File: src/rtl/approx_product_error_monitor.sv
// Error-statistics monitor for the approximate multiplier: compares exact and
// approximate products over a fixed-length run and holds the results until acknowledged.
module approx_product_error_monitor #(
    parameter int PW        = 64,
    parameter int N_SAMPLES = 256,
    parameter int CNT_W     = 16,
    parameter int ACC_W     = 80
) (
    input  logic             clk,
    input  logic             rst,
    input  logic             start,
    input  logic             in_valid,
    output logic             in_ready,
    input  logic [PW-1:0]    exact_p,
    input  logic [PW-1:0]    approx_p,
    output logic             busy,
    output logic             out_valid,
    input  logic             out_ready,
    output logic [ACC_W-1:0] err_sum,
    output logic [PW-1:0]    err_max,
    output logic [CNT_W-1:0] err_count,
    output logic [CNT_W-1:0] over_count
);

    localparam int SUM_W = ACC_W + 1;
    localparam logic [CNT_W-1:0] N_CNT  = CNT_W'(N_SAMPLES);
    localparam logic [CNT_W-1:0] N_LAST = CNT_W'(N_SAMPLES - 1);

    typedef enum logic [1:0] {
        IDLE  = 2'd0,
        RUN   = 2'd1,
        DRAIN = 2'd2,
        DONE  = 2'd3
    } state_t;

    state_t state_q, state_d;

    logic [CNT_W-1:0] cnt_q;
    logic             accept;
    logic             clear_stats;

    logic             vld_p1;
    logic [PW-1:0]    diff_p1;
    logic             nz_p1;
    logic             over_p1;

    logic [ACC_W-1:0] err_sum_q;
    logic [PW-1:0]    err_max_q;
    logic [CNT_W-1:0] err_count_q;
    logic [CNT_W-1:0] over_count_q;

    function automatic logic [PW-1:0] abs_diff(input logic [PW-1:0] a, input logic [PW-1:0] b);
        return (a >= b) ? (a - b) : (b - a);
    endfunction

    // Clamps at all-ones instead of wrapping when the carry out is set.
    function automatic logic [ACC_W-1:0] sat_add(input logic [ACC_W-1:0] acc, input logic [PW-1:0] d);
        logic [SUM_W-1:0] s;
        s = {1'b0, acc} + SUM_W'(d);
        return s[ACC_W] ? {ACC_W{1'b1}} : s[ACC_W-1:0];
    endfunction

    assign accept      = in_valid && in_ready;
    assign clear_stats = (state_q == IDLE) && start;

    always_ff @(posedge clk) begin
        if (rst) begin
            state_q <= IDLE;
        end else begin
            state_q <= state_d;
        end
    end

    always_comb begin
        state_d   = state_q;
        in_ready  = 1'b0;
        busy      = 1'b0;
        out_valid = 1'b0;
        unique case (state_q)
            IDLE: begin
                if (start) begin
                    state_d = RUN;
                end
            end
            RUN: begin
                busy     = 1'b1;
                in_ready = (cnt_q < N_CNT);
                if (in_ready && in_valid && (cnt_q == N_LAST)) begin
                    state_d = DRAIN;
                end
            end
            DRAIN: begin
                busy = 1'b1;
                if (!vld_p1) begin
                    state_d = DONE;
                end
            end
            DONE: begin
                out_valid = 1'b1;
                if (out_ready) begin
                    state_d = IDLE;
                end
            end
            default: state_d = IDLE;
        endcase
    end

    always_ff @(posedge clk) begin
        if (rst || clear_stats) begin
            cnt_q <= '0;
        end else if (accept) begin
            cnt_q <= cnt_q + 1'b1;
        end
    end

    // Stage 1: absolute difference and per-pair flags, captured on accept.
    always_ff @(posedge clk) begin
        if (rst) begin
            vld_p1 <= 1'b0;
        end else begin
            vld_p1 <= accept;
        end
    end

    always_ff @(posedge clk) begin
        if (accept) begin
            diff_p1 <= abs_diff(exact_p, approx_p);
            nz_p1   <= (exact_p != approx_p);
            over_p1 <= (approx_p > exact_p);
        end
    end

    // Stage 2: fold the registered difference into the run statistics.
    always_ff @(posedge clk) begin
        if (rst || clear_stats) begin
            err_sum_q    <= '0;
            err_max_q    <= '0;
            err_count_q  <= '0;
            over_count_q <= '0;
        end else if (vld_p1) begin
            err_sum_q    <= sat_add(err_sum_q, diff_p1);
            err_max_q    <= (diff_p1 > err_max_q) ? diff_p1 : err_max_q;
            err_count_q  <= err_count_q + CNT_W'(nz_p1);
            over_count_q <= over_count_q + CNT_W'(over_p1);
        end
    end

    assign err_sum    = err_sum_q;
    assign err_max    = err_max_q;
    assign err_count  = err_count_q;
    assign over_count = over_count_q;

endmodule

File: config.mk
export PLATFORM = sky130hd
export DESIGN_NAME = approx_product_error_monitor
export DESIGN_NICKNAME = d
export VERILOG_FILES = /design/src/rtl/approx_product_error_monitor.sv
export SDC_FILE = /design/constraint.sdc
export NUM_CORES = 1
export LEC_CHECK = 0
export CORE_ASPECT_RATIO = 0.9
export CORE_MARGIN = 8
export CORE_UTILIZATION = 50
export CTS_CLUSTER_DIAMETER = 60
export DETAILED_ROUTE_END_ITERATION = 8
export HOLD_SLACK_MARGIN = 0.08
export PLACE_DENSITY = 0.77
export SLEW_MARGIN = 5
export SYNTH_ARGS = -nofsm -noshare
export SYNTH_HDL_FRONTEND = slang
export SYNTH_SLANG_ARGS = --single-unit
File: constraint.sdc
create_clock -name clk -period 4.3 [get_ports clk]
set_input_delay 0.645 -clock clk [delete_from_list [all_inputs] [get_ports clk]]
set_output_delay 0.645 -clock clk [all_outputs]
set_load 0.005 [all_outputs]
# [Word-level counts from Yosys, hierarchy flattened]
# Cells that the tools add are included.
[classes] add_sub_neg=6 magnitude_cmp=4 eq_ne=9 n_mux=10 n_reduce_logical=9
[op_table] operator="$gt A64 B64 Y1" count=2
[op_table] operator="$sub A64 B64 Y64" count=2
[op_table] operator="$add A80 B64 Y81" count=1
[op_table] operator="$mux W80" count=1
[op_table] operator="$ge A64 B64 Y1" count=1
[op_table] operator="$mux W64" count=1
[op_table] operator="$ne A64 B64 Y1" count=1
[op_table] operator="$add A16 B1 Y16" count=2
[op_table] operator="$add A16 B1 Y16 const B" count=1
[op_table] operator="$eq A16 B8 Y1 const B" count=1
[op_table] operator="$lt A16 B9 Y1 const B" count=1
[op_table] operator="$mux W2" count=4
[op_table] operator="$ne A2 B2 Y1 const B" count=4
[op_table] operator="$pmux W2 S4" count=1
[op_table] operator="$eq A2 B2 Y1 const B" count=2
[op_table] operator="$logic_and A1 B1 Y1" count=4
[op_table] operator="$reduce_and A4 Y1" count=1
[op_table] operator="$mux W1" count=3
[op_table] operator="$eq A2 B1 Y1 const B" count=1
[op_table] operator="$logic_not A2 Y1" count=1
[op_table] operator="$reduce_and A2 Y1" count=1
[op_table] operator="$reduce_or A2 Y1" count=1
[op_table] operator="$logic_or A1 B1 Y1" count=1
[totals] reg_bits=261 in_bits=133

# [Logic depth before layout (Yosys ltp)]
# Gate-level depths: netlist (run 1).
[logic_depth] word_depth=5 depth_mapped=16

# [Worst setup path before layout (run 1)]
# Ideal clock, no wire load.
[synth_timing] path_kind="reg-to-reg" startpoint="register cnt_q[11]" endpoint="register cnt_q[5]" setup_ns=0.070 arrival_ns=4.047 t_required_ns=4.230 slack_ns=0.183 path_stages_with_launch=8 path_buffers=1 synth_period_minus_slack_ns=4.117 cell_sequence="dfxtp_1 or4_1 nor2_1 and3_1 clkbuf_1 nand4_1 or3_1 a21oi_1"
[synth_via] elab_chain_len=3
[synth_rtl] element="from (decl)" line_no="38" text="logic [CNT_W-1:0] cnt_q;"
[synth_rtl] element="from (signal assigned)" line_no="112" text="cnt_q <= cnt_q + 1'b1;"
[synth_rtl] element="$lt A16 B9 Y1" line_no="87" text="in_ready = (cnt_q < N_CNT);"
[synth_rtl] element="$mux W1" line_no="79" text="unique case (state_q)"
[synth_rtl] element="$logic_and A1 B1 Y1" line_no="63" text="assign accept = in_valid && in_ready;"
[synth_rtl] element="net accept" line_no="39" text="logic accept;"
# The timed path passes the listed nets, and every way through them passes these cells.
# A chain may end at the register's enable or synchronous reset.

# [Final worst setup path (run 1)]
[layout_timing] startpoint="register diff_p1[0]" endpoint="register err_sum_q[7] (netlist: err_sum[7])"
[layout_via] elab_chain_len=2
[layout_rtl] element="from (decl)" line_no="43" text="logic [PW-1:0] diff_p1;"
[layout_rtl] element="from (signal assigned)" line_no="127" text="diff_p1 <= abs_diff(exact_p, approx_p);"
[layout_rtl] element="$add A80 B64 Y81" line_no="59" text="s = {1'b0, acc} + SUM_W'(d);"
[layout_rtl] element="$mux W80" line_no="60" text="return s[ACC_W] ? {ACC_W{1'b1}} : s[ACC_W-1:0];"
[layout_rtl] element="to (signal assigned)" line_no="141" text="err_sum_q <= sat_add(err_sum_q, diff_p1);"
[layout_rtl] element="to (decl)" line_no="47" text="logic [ACC_W-1:0] err_sum_q;"
# Every way passes these cells.

==> results of run 1 <==
## cells by family (layout without fill, tap and decap cells)
group | after synthesis | count (layout) | synth area share
multiplexers | 26 | 26 | 0.0119
buffers and inverters | 415 | 838 | 0.0715
AO/OA/AOI/OAI | 1020 | 1020 | 0.282
XOR/XNOR | 153 | 153 | 0.0598
other | 0 | 1 | 0
adder cells (fa/ha/maj) | 269 | 269 | 0.151
flip-flops | 261 | 261 | 0.263
AND/OR/NAND/NOR | 733 | 733 | 0.160
## flip-flops by register name, indices dropped and copies added (netlist names)
register	cells
state_q	2
nz_p1	1
err_count	16
diff_p1	64
over_count	16
cnt_q	16
err_max	64
over_p1	1
vld_p1	1
err_sum	80
## where the power goes
| group | switching [mW] | internal (mW) | total [mW] |
|---|---|---|---|
| logic | 2.32 | 1.62 | 3.93 |
| registers | 0.285 | 2.81 | 3.10 |
| clock network | 1.05 | 1.47 | 2.52 |
## stage by stage
| stage | TNS (ns) | total power [mW] |
|---|---|---|
| 5_1_grt | 0 | 10.0 |
| 6_report | 0 | 9.55 |
| 3_5_place_dp | -0.363 | 6.95 |
| 3_3_place_gp | -0.146 | 6.87 |
| 2_1_floorplan | 0 | 5.39 |
| 4_1_cts | 0 | 9.48 |
## routing by layer
layer  global-route usage  up-vias  wire length [µm]
met5                    0        -                 0
met4               0.0767        0              2220
met3               0.0459      148              7360
met2                0.480     1149             36400
met1                0.428    11200             37200
li1                     -    11300                 -
## area by class of cell
class | count | area, µm² | share of cell area
antenna | 1 | 2.50 | 0.0000883
clock buffer | 38 | 822 | 0.0290
clock inverter | 15 | 139 | 0.00490
inverter | 254 | 953 | 0.0336
multi-input combinational | 2201 | 15000 | 0.528
sequential | 261 | 5890 | 0.208
tap | 600 | 751 | 0.0265
timing repair buffer | 531 | 4810 | 0.170
## worst min-delay path by stage
| stage | from | end | slack, ns | cells past startpoint |
|---|---|---|---|---|
| 2_1_floorplan | cnt_q[10] | cnt_q[10] | 0.42 | 1 |
| 3_3_place_gp | cnt_q[14] | cnt_q[14] | 0.43 | 1 |
| 3_5_place_dp | cnt_q[14] | cnt_q[14] | 0.44 | 1 |
| 4_1_cts | cnt_q[13] | cnt_q[13] | 0.46 | 1 |
| 5_1_grt | cnt_q[13] | cnt_q[13] | 0.46 | 1 |
| 6_report | cnt_q[13] | cnt_q[13] | 0.45 | 1 |
## what timing repair did
action | in CTS | in global routing
hold buffers | 0 | 0
resized for setup | 0 | 1
buffers inserted | 0 | 0
endpoints found under the setup margin | 0 | 1
## synth_stat cells (18+ instances only)
| cell type | number | share of area |
|---|---|---|
| a21oi_1 | 321 | 0.072 |
| o211ai_1 | 19 | 0.0064 |
| xor2_1 | 64 | 0.025 |
| o21a_1 | 27 | 0.0090 |
| or3_1 | 18 | 0.0050 |
| o31ai_1 | 79 | 0.026 |
| nand4_1 | 81 | 0.023 |
| and2_1 | 19 | 0.0053 |
| o21ai_0 | 223 | 0.050 |
| xnor2_1 | 89 | 0.035 |
| nor2b_1 | 25 | 0.0070 |
| ha_1 | 266 | 0.15 |
| dfxtp_1 | 195 | 0.17 |
| nor2_1 | 164 | 0.027 |
| and3_1 | 21 | 0.0059 |
| nand3_1 | 108 | 0.024 |
| a21o_1 | 94 | 0.032 |
| edfxtp_1 | 66 | 0.088 |
| clkbuf_1 | 120 | 0.020 |
| nor3_1 | 43 | 0.0096 |
| a211oi_1 | 30 | 0.010 |
| mux2i_1 | 21 | 0.0094 |
| buf_2 | 35 | 0.0078 |
| inv_1 | 254 | 0.043 |
| nand2_1 | 185 | 0.031 |
| o21bai_1 | 46 | 0.015 |
| a31oi_1 | 81 | 0.023 |
==> impl_metrics.json, run 1 <==
{
  "grt_overflow": 0,
  "n_fill_cell": 3894,
  "crit_family": "compound AO/OA/AOI/OAI gates",
  "tightestPinTransition_ns": 0.986,
  "track_usage": 0.303,
  "avgSynthCellArea_um2": 7.79,
  "syn_nets": 3279,
  "fin_cells": 3901,
  "clock_skew_ns": 0.0190,
  "syn-instance-count": 2877,
  "pre_cts_slack_ns": -0.0993,
  "path_buf_inv": 1,
  "die_h_um": 217,
  "max_freq_mhz": 254,
  "period_needed_ns": 3.93,
  "min_period_over_period": 0.914,
  "crit_path_end": "err_sum[7]",
  "core_mm2": 0.0442,
  "cp_num_cells": 11,
  "synthArstFlopShare": 0,
  "outcome": "completed",
  "cts_buffer_depth": 3,
  "cap_violations": 0,
  "cpMostUsedCell": "a31oi_1",
  "first_pass_iters": 6,
  "syn_area_mm2": 0.0224,
  "r2r_slack_ns": 0.37,
  "r2r_start": "diff_p1[0]",
  "areaGrowthSynthToFinish_pct": 26.5,
  "critPathLaunchType": "register",
  "place_hpwl_mm": 67.2,
  "cp_cell_sequence": "ha_1 -> fa_1 -> a21o_1 -> a221o_1 -> nand3_1 -> a31oi_1 -> o2111ai_1 -> a311oi_2 -> o2111ai_4 -> buf_4 -> a31oi_1",
  "drc": 0,
  "synth-seq-area-share": 0.263,
  "totalWireLength_mm": 83.1,
  "setup_viol": 0,
  "wl_per_cell_um": 21.3,
  "cts_tree": "built",
  "critPathCaptureType": "register",
  "worstPathArrival_ns": 4.32,
  "grt_pass1_wl_mm": 128,
  "ys_ff_latch": 261,
  "vias": 23700,
  "worst_slack_ns": 0.369,
  "initial_core_util": 0.507,
  "r2r-end": "err_sum[7]",
  "htree_num_levels": 1,
  "ios": 312,
  "layout_commonest_cell": "a21oi_1",
  "drive_above_1_share": 0.0918,
  "rsz0062_at_grt": "no",
  "finalMaxSlewViolations": 0,
  "synth.distinct_cells": 72,
  "clkSinkCount": 261,
  "reg2reg_depth": 11,
  "cp_slowest_cell": "edfxtp_1",
  "crit_start": "diff_p1[0]",
  "holdWs_ns": 0.452,
  "finalInstanceArea_mm2": 0.0283,
  "cts-root-buf": "clkbuf_16",
  "numCtsBuffers": 29,
  "synth-main-ff-cell": "dfxtp_1",
  "placementRows": 73,
  "hold_viol": 0,
  "antenna_found_initial": 2,
  "crit_required_ns": 4.69,
  "cp_max_fo": 41,
  "drtAntennaViolNets": 0,
  "p_leak_nw": 11.7,
  "critical-path-max-stage-delay_ns": 0.50,
  "dp.cells": 3847,
  "crit_type": "reg2reg",
  "mostFrequentLayoutCells": "a21oi_1 (320), clkdlybuf4s50_1 (311), ha_1 (266), inv_1 (254), o21ai_0 (223)",
  "placed_area_mm2": 0.0274,
  "viasPerCell": 6.09,
  "hp-class": "reg2reg",
  "slew_headroom": 0.341,
  "pwr_density_cell_mw_per_mm2": 337,
  "grt_pass1_vias": 22900,
  "grt_max_degree": 80,
  "clk_pin_slew_ns": 0.06,
  "clk_latency_ns": 0.57,
  "dr.first_iter.drc_count": 2792,
  "routabilityCongestion": 0.981,
  "die_area_mm2": 0.0518,
  "synth_edf_count": 66,
  "nNetsFinal": 3680,
  "synth_warnings": 0,
  "die_x_um": 239,
  "ir_drop_uv": 300,
  "portBuffers": 311,
  "fin_util": 0.641
}
Power figures use the tool's default switching activity.
==> run 2, diff against run 1 <==
--- a/config.mk
+++ b/config.mk
@@ -7,11 +7,11 @@
 export LEC_CHECK = 0
 export CORE_ASPECT_RATIO = 0.9
 export CORE_MARGIN = 8
-export CORE_UTILIZATION = 50
+export CORE_UTILIZATION = 51
 export CTS_CLUSTER_DIAMETER = 60
 export DETAILED_ROUTE_END_ITERATION = 8
 export HOLD_SLACK_MARGIN = 0.08
-export PLACE_DENSITY = 0.77
+export PLACE_DENSITY = 0.78
 export SLEW_MARGIN = 5
 export SYNTH_ARGS = -nofsm -noshare
 export SYNTH_HDL_FRONTEND = slang
==> impl_metrics.json, run 2 (synthesis gave the netlist of run 1 again) <==
{
  "outcome": "completed",
  "highest_layer": "met4",
  "hold_path_end": "cnt_q[9]",
  "routabilityCongestion": 0.987,
  "dr.first_iter.drc_count": 2391,
  "placed_area_mm2": 0.0280,
  "cp_max_fo": 5,
  "hold_viol": 0,
  "core_mm2": 0.0438,
  "vias": 24200,
  "setup_viol": 0,
  "p_leak_nw": 12.1,
  "period_needed_ns": 4.02,
  "diodes": 0,
  "cp_cell_sequence": "clkdlybuf4s50_1 -> inv_1 -> ha_1 -> and2_1 -> o221ai_1 -> a31o_2 -> o21ai_0 -> a211o_1 -> a21oi_1 -> buf_4 -> o41ai_1 -> buf_4 -> a21oi_1 -> buf_4 -> a21oi_1 -> xor2_1",
  "finalInstanceArea_mm2": 0.0290,
  "drc": 0,
  "cap_violations": 0,
  "met3_length_mm": 6.92,
  "max_freq_mhz": 249,
  "cts_tree": "built",
  "crit_type": "in2reg",
  "r2r_slack_ns": 0.32,
  "grt_pass1_wl_mm": 132,
  "critPathCaptureType": "register",
  "worstPathArrival_ns": 4.31,
  "mostFrequentLayoutCells": "a21oi_1 (320), clkdlybuf4s50_1 (311), buf_4 (299), ha_1 (266), inv_1 (254)",
  "finalMaxSlewViolations": 0,
  "finalSetupTns_ns": 0,
  "htree_num_levels": 1,
  "holdWs_ns": 0.456,
  "met1_length_mm": 38.6,
  "ir_drop_uv": 303,
  "cts_buffer_depth": 3,
  "r2r_start": "diff_p1[0]",
  "grt_overflow": 0,
  "track_usage": 0.315,
  "initial_core_util": 0.512,
  "pwr_density_cell_mw_per_mm2": 335,
  "placementRows": 73,
  "hold_path_startpoint": "cnt_q[9]",
  "clkSinkCount": 261,
  "grt_pass1_vias": 23800,
  "n_fill_cell": 3643,
  "slew_headroom": 0.405,
  "hold_buffers": 0,
  "clock_skew_ns": 0.0162,
  "critical-path-max-stage-delay_ns": 0.48,
  "r2r-end": "err_sum[56]",
  "totalWireLength_mm": 84.6,
  "clk_latency_ns": 0.57,
  "drtAntennaViolNets": 0,
  "cts_setup_buffers": 0,
  "reg2reg_depth": 13,
  "viasPerCell": 6.13,
  "nNetsFinal": 3765,
  "hp-class": "reg2reg",
  "dp.cells": 3893,
  "die_h_um": 215,
  "areaGrowthSynthToFinish_pct": 29.4,
  "pre_cts_slack_ns": -0.213,
  "place_hpwl_mm": 69.1,
  "ios": 312,
  "drive_above_1_share": 0.116,
  "crit_required_ns": 4.59,
  "antenna_found_initial": 0,
  "critPathLaunchType": "input port",
  "wl_per_cell_um": 21.4,
  "largest_reg_flops": 80,
  "rsz0062_at_grt": "no",
  "portBuffers": 311,
  "wl_met2_mm": 37.0,
  "hold-path-cell-count": 1,
  "first_pass_iters": 6,
  "layout_commonest_cell": "a21oi_1",
  "fin_cells": 3949,
  "cts-root-buf": "clkbuf_16",
  "die_x_um": 237,
  "clk_pin_slew_ns": 0.06,
  "cp_slowest_cell": "clkdlybuf4s50_1",
  "worst_slack_ns": 0.283,
  "die_area_mm2": 0.0509,
  "grt_max_degree": 136,
  "tightestPinTransition_ns": 0.893,
  "numCtsBuffers": 30,
  "min_period_over_period": 0.934
}
## run 2: cell types whose count changed in the layout (fill, tap and decap cells not counted), moves of 2 or more
cell and delta:
bufinv_16 -2, clkinvlp_4 +2, buf_4 +83, inv_4 +2, clkinv_1 -4, clkbuf_16 +4
## run 2: worst max-delay path, delay by kind of cell
kind | cells | cell delay (ns)
compound gates | 8 | 1.94
buf+inv | 5 | 1.02
simple gates | 1 | 0.27
xor+xnor | 1 | 0.12
fa+ha+maj | 1 | 0.30
## run 2: worst max-delay path by stage
stage | endpoint | slack [ns] | from | cells after the start
2_1_floorplan | cnt_q[5] | 0.18 | cnt_q[11] | 7
4_1_cts | err_sum[70] | 0.25 | diff_p1[15] | 11
5_1_grt | diff_p1[13] | 0.13 | exact_p[0] | 18
3_5_place_dp | diff_p1[52] | -0.21 | approx_p[0] | 16
6_report | diff_p1[55] | 0.28 | exact_p[4] | 16
3_3_place_gp | diff_p1[43] | -0.21 | exact_p[4] | 15
## run 2: what timing repair did
action                     CTS  global route
resized for setup            0             1
setup endpoints to repair    0             1
hold endpoints to repair     0             0
## run 2: routing by layer
metal | GRT usage | up-vias
li1 | - | 11400
met1 | 0.443 | 11500
met2 | 0.497 | 1105
met3 | 0.0501 | 137
met4 | 0.0805 | 0
met5 | 0 | -
## run 2: cell type report
| class | instances | area, µm² | area share |
|---|---|---|---|
| Clock buffer | 42 | 912 | 0.0315 |
| Clock inverter | 14 | 95.1 | 0.00328 |
| Inverter | 254 | 953 | 0.0329 |
| Multi-Input combinational cell | 2201 | 15000 | 0.517 |
| Sequential cell | 261 | 5890 | 0.203 |
| Tap cell | 562 | 703 | 0.0243 |
| Timing Repair Buffer | 615 | 5460 | 0.188 |
## run 2: where the power goes
part	switching, mW	leakage [nW]	total, mW	internal (mW)
Sequential	0.274	2.18	3.09	2.81
Combinational	2.36	9.47	4.03	1.67
Clock	1.09	0.497	2.58	1.49
## run 2: metrics by stage
step | power (mW) | util
floorplan | 5.39 | -
global placement | 6.95 | 0.639
detailed placement | 7.04 | 0.639
CTS | 9.63 | 0.662
global route | 10.2 | 0.662
finish | 9.70 | 0.662
